### src/rtl/pwm_fade_ctrl.sv
// Fade/breathe controller: ramps a linear brightness level one LSB per step interval,
// squares it for gamma and hands the compare word to the PWM generator on period boundaries.
//
// state   | meaning
// IDLE    | level holding, waiting for a command
// RAMP    | stepping toward target, done pulse on arrival
// BR_UP   | breathing, counting up toward target
// BR_DOWN | breathing, counting down toward 0
module pwm_fade_ctrl #(
  parameter int LEVEL_W = 8,
  parameter int CMP_W   = 16,
  parameter int DIV_W   = 18
) (
  input  logic               CLK,
  input  logic               RST_N,
  input  logic               period_end,
  input  logic               cmd_valid,
  output logic               cmd_ready,
  input  logic [LEVEL_W-1:0] cmd_target,
  input  logic [DIV_W-1:0]   cmd_div,
  input  logic               cmd_breathe,
  output logic [CMP_W-1:0]   pwm_compare,
  output logic [LEVEL_W-1:0] level,
  output logic               busy,
  output logic               done
);

  typedef enum logic [1:0] {IDLE, RAMP, BR_UP, BR_DOWN} state_t;

  state_t                 state, state_nxt;
  logic [LEVEL_W-1:0]     level_nxt;
  logic [LEVEL_W-1:0]     tgt;
  logic [DIV_W-1:0]       div_eff;
  logic [DIV_W-1:0]       cnt;
  logic                   accept;
  logic                   step;
  logic                   done_nxt;
  logic [2*LEVEL_W-1:0]   sq;
  logic [CMP_W-1:0]       shadow;

  assign cmd_ready = (state != RAMP);
  assign busy      = (state != IDLE);
  assign accept    = cmd_valid && cmd_ready;
  // an accept restarts the interval, so it always wins over a coincident step
  assign step      = busy && !accept && (cnt == div_eff - DIV_W'(1));
  assign sq        = {{LEVEL_W{1'b0}}, level} * {{LEVEL_W{1'b0}}, level};

  always_comb begin
    state_nxt = state;
    level_nxt = level;
    done_nxt  = 1'b0;
    if (accept) begin
      if (!cmd_breathe || cmd_target == '0) begin
        if (cmd_target == level) begin
          state_nxt = IDLE;
          done_nxt  = 1'b1;
        end else begin
          state_nxt = RAMP;
        end
      end else if (level < cmd_target) begin
        state_nxt = BR_UP;
      end else begin
        state_nxt = BR_DOWN;
      end
    end else if (step) begin
      case (state)
        RAMP: begin
          level_nxt = (level < tgt) ? level + LEVEL_W'(1) : level - LEVEL_W'(1);
          if (level_nxt == tgt) begin
            state_nxt = IDLE;
            done_nxt  = 1'b1;
          end
        end
        BR_UP: begin
          if (level != '1) level_nxt = level + LEVEL_W'(1);
          if (level_nxt >= tgt) state_nxt = BR_DOWN;
        end
        BR_DOWN: begin
          if (level != '0) level_nxt = level - LEVEL_W'(1);
          if (level_nxt == '0) state_nxt = BR_UP;
        end
        default: ;
      endcase
    end
  end

  always_ff @(posedge CLK or negedge RST_N) begin
    if (!RST_N) begin
      state   <= IDLE;
      level   <= '0;
      tgt     <= '0;
      div_eff <= DIV_W'(1);
      cnt     <= '0;
      done    <= 1'b0;
    end else begin
      state <= state_nxt;
      level <= level_nxt;
      done  <= done_nxt;
      if (accept) begin
        tgt     <= cmd_target;
        div_eff <= (cmd_div == '0) ? DIV_W'(1) : cmd_div;
        cnt     <= '0;
      end else if (busy) begin
        cnt <= step ? '0 : cnt + DIV_W'(1);
      end
    end
  end

  // compare word only moves on period_end so the PWM never sees a mid-period change
  always_ff @(posedge CLK or negedge RST_N) begin
    if (!RST_N) begin
      shadow      <= '0;
      pwm_compare <= '0;
    end else begin
      shadow <= sq[2*LEVEL_W-1 -: CMP_W];
      if (period_end) pwm_compare <= shadow;
    end
  end

endmodule
### config.mk
export PLATFORM = sky130hd
export DESIGN_NAME = pwm_fade_ctrl
export DESIGN_NICKNAME = d
export VERILOG_FILES = /design/src/rtl/pwm_fade_ctrl.sv
export SDC_FILE = /design/constraint.sdc
export NUM_CORES = 1
export LEC_CHECK = 0
export ABC_AREA = 1
export CELL_PAD_IN_SITES_DETAIL_PLACEMENT = 0
export CELL_PAD_IN_SITES_GLOBAL_PLACEMENT = 1
export CORE_ASPECT_RATIO = 0.9
export CORE_UTILIZATION = 47
export CTS_CLUSTER_SIZE = 10
export DETAILED_ROUTE_END_ITERATION = 8
export PLACE_DENSITY_LB_ADDON = 0.1
export SLEW_MARGIN = 20
export SYNTH_ARGS = -nofsm -noshare
export SYNTH_HDL_FRONTEND = slang
export SYNTH_SLANG_ARGS = --single-unit
### constraint.sdc
create_clock -name CLK -period 7.4 [get_ports CLK]
set_input_delay 1.11 -clock CLK [delete_from_list [all_inputs] [get_ports CLK]]
set_output_delay 1.11 -clock CLK [all_outputs]
set_load 0.01 [all_outputs]
==> results.sh <==
export IMPL_r2r_slack_ns=2.80
export IMPL_clock_path_buffers=2
export IMPL_rr_worst_depth=17
export IMPL_io_buffers=56
export IMPL_hp_class="reg -> reg"
export IMPL_clk_latency_ns=0.35
export IMPL_yosysSeqAreaShare_pct=29.9
export IMPL_fin_cells=1209
export IMPL_grt_max_degree=63
export IMPL_layout_commonest_cell="nand2_1"
export IMPL_drt_iter0_markers=344
export IMPL_fin_crit_sh_pct=62.2
export IMPL_postRouteAntennaNets=0
export IMPL_wl_per_cell_um=14.1
export IMPL_drc=0
export IMPL_vias=5953
export IMPL_start_util_pct=48.2
export IMPL_grt_ovfl_total=0
export IMPL_p_per_area_nw_per_um2=306
export IMPL_power_frac_comb_pct=55.3
export IMPL_fp_dieW_um=132
export IMPL_fmax_ghz=0.217
export IMPL_clock_skew_final_ns=0.00574
export IMPL_clkPwrFrac_pct=17.3
export IMPL_clk_pin_slew_ns=0.07
export IMPL_grtUsageTotal_pct=23.7
export IMPL_cts_repair_resized=0
export IMPL_p_int_uw=1380
export IMPL_synth_edf_count=0
export IMPL_cts_buffers=9
export IMPL_pin_count=58
export IMPL_via_per_inst=4.92
export IMPL_leakagePower_uw=0.00409
export IMPL_dieArea_um2=15700
export IMPL_rsz0062_at_grt="false"
export IMPL_pre_cts_ws_ns=2.79
export IMPL_postSynthAreaPerCell_um2=7.43
export IMPL_netlist_top_cells_area="dfrtp_1 (30%), nand2_1 (14%), ha_1 (11%)"
export IMPL_cp_startpoint="level[4]"
export IMPL_htree_levels=3
export IMPL_end_kind="flop"
export IMPL_synthFlopType="dfrtp_1"
export IMPL_gp_congestion=0.925
export IMPL_dpl_hpwl_um=13700
export IMPL_seq_power_share_pct=27.4
export IMPL_slew_headroom_pct=48.1
export IMPL_crit_fanout=15
export IMPL_switching_power_uw=1100
export IMPL_setup_ws_ns=2.80
export IMPL_syn_area_um2=7120
export IMPL_nNetsFinal=1123
export IMPL_antenna_found_initial=0
export IMPL_outcome="completed"
export IMPL_r2r_end="shadow[15]"
export IMPL_synthArstFlopShare_pct=100
export IMPL_arrival_ns=4.84
export IMPL_synth_cell_types=47
export IMPL_final_hold_viol_count=0
export IMPL_areaGrowthSynthToFinish_pct=13.7
export IMPL_final_cell_mix="nand2_1 (268), inv_1 (149), nor2_1 (84), dfrtp_1 (84), ha_1 (61)"
export IMPL_setup_violations=0
export IMPL_post_cts_setup_buffers=0
export IMPL_max_cap_violations=0
export IMPL_n_antenna_cell=0
export IMPL_syn_inst=959
export IMPL_critical_path_class="reg -> reg"
export IMPL_grt_pass1_wl_um=28800
export IMPL_required_ns=7.63
export IMPL_peakVddDrop_mv=0.151
export IMPL_hold_path_startpoint="shadow[5]"
export IMPL_fp_dieH_um=119
export IMPL_startpoint_type="flop"
export IMPL_synth_top_area_share_pct=29.5
export IMPL_layout_drive_gt1_share_pct=5.93
export IMPL_min_period_ns=4.60
export IMPL_cts_tree="yes"
export IMPL_synth_seq_cells=85
export IMPL_endpoint="shadow[15]"
export IMPL_slew_violations=0
export IMPL_wl_um=17000
export IMPL_cts_hold_buf=0
export IMPL_ys_warn_count=0
export IMPL_cts_root_buf="clkbuf_16"
export IMPL_rows=42
export IMPL_setup_tns_ns=0
export IMPL_first_pass_iters=4
export IMPL_p_sw_share_pct=44.2
export IMPL_reg2reg_from="level[4]"
export IMPL_coreArea_um2=14800
export IMPL_synth_nets=1076
export IMPL_grt_pass1_vias=5502
export IMPL_cts_sinks=85
export IMPL_yosys_area_top_type="dfrtp_1"
export IMPL_worst_slew_pin_slew_ns=0.779
export IMPL_dp_cells=1193
## worst min-delay path by stage
stage	slack [ns]	to	depth (start not counted)
global route	0.50	pwm_compare[10]	1
finish	0.47	pwm_compare[5]	1
detailed placement	0.47	pwm_compare[6]	1
global placement	0.46	pwm_compare[13]	1
CTS	0.48	pwm_compare[5]	1
floorplan	0.42	shadow[0]	0
## final cells by class
class | count | area [um^2]
clock inverters | 4 | 33.8
well taps | 198 | 248
multi-input cells | 697 | 4300
flip-flops and latches | 85 | 2130
inverters | 155 | 582
clock buffers | 12 | 236
fillers | 1465 | 6670
repair buffers | 58 | 573
## worst max-delay path: stages (launching register included)
cell and delay (ns):
dfrtp_1 0.73, nand2_1 0.19, fa_1 0.52, inv_1 0.07, fa_1 0.50, fa_1 0.54, inv_1 0.05, fa_1 0.53
inv_1 0.04, ha_1 0.34, nand2_1 0.08, o21ai_0 0.15, a21oi_1 0.08, o21ai_0 0.28, a21oi_1 0.11, nor2_1 0.09
nor2_1 0.05, xor2_1 0.13
## state kept, by name, summed over array words and instances, names as in the netlist
register     count
cnt             18
div_eff         18
done             1
level            8
pwm_compare     15
shadow          15
state            2
tgt              8
## per-stage QoR
step | cell area (um^2) | utilization (%) | hold WS, ns | total power [uW]
after floorplan | 7120 | - | 0.420 | 1720
after global placement | 7830 | 53.0 | 0.457 | 2050
after detailed placement | 7830 | 53.0 | 0.466 | 2060
after CTS | 8100 | 54.9 | 0.476 | 2500
after global routing | 8100 | 54.9 | 0.496 | 2750
final | 8100 | 54.9 | 0.474 | 2480
## power groups by stage
stage	Sequential, uW	Combinational, uW	Clock, uW
2_1_floorplan	664	1060	0
3_3_place_gp	685	1370	0
3_5_place_dp	686	1370	0
4_1_cts	678	1380	438
5_1_grt	694	1610	452
6_report	678	1370	428
## layer usage
metal  part of all wire (%)  track usage [%]  vias to the layer above
li1                       -                -                     3108
met1                     56             37.4                     2724
met2                     39             32.5                      105
met3                    3.7             4.38                       16
met4                    1.5             6.40                        0
met5                      0                0                        -
## Yosys cell counts, types with 2 or more instances
master,number
nand3b_1,7
nand3_1,57
buf_4,2
nor3_1,2
buf_2,7
buf_6,2
inv_1,149
or2_2,4
clkbuf_1,10
nor3b_1,3
nor4_1,2
dfrtp_1,84
o21ai_1,8
fa_1,25
nand4_1,8
ha_1,61
o21bai_1,2
nor2_2,10
o211ai_1,2
inv_2,5
o221ai_1,5
and2_1,2
xnor2_1,12
mux2_2,15
nor2_4,2
nor2_1,85
nand2_1,268
a21oi_1,26
o21ai_0,46
xor2_1,31
## cells by family after synthesis
family,after synthesis,synth area share [%]
AOI/OAI and AO/OA,96,7.40
other,1,0.0526
adders and majority gates,86,17.7
buffers and inverters,177,9.78
xor gates and xnor gates,43,5.29
DFF,85,29.9
and+or+nand+nor,456,27.5
muxes,15,2.37
(Power assumes the default switching activity.)
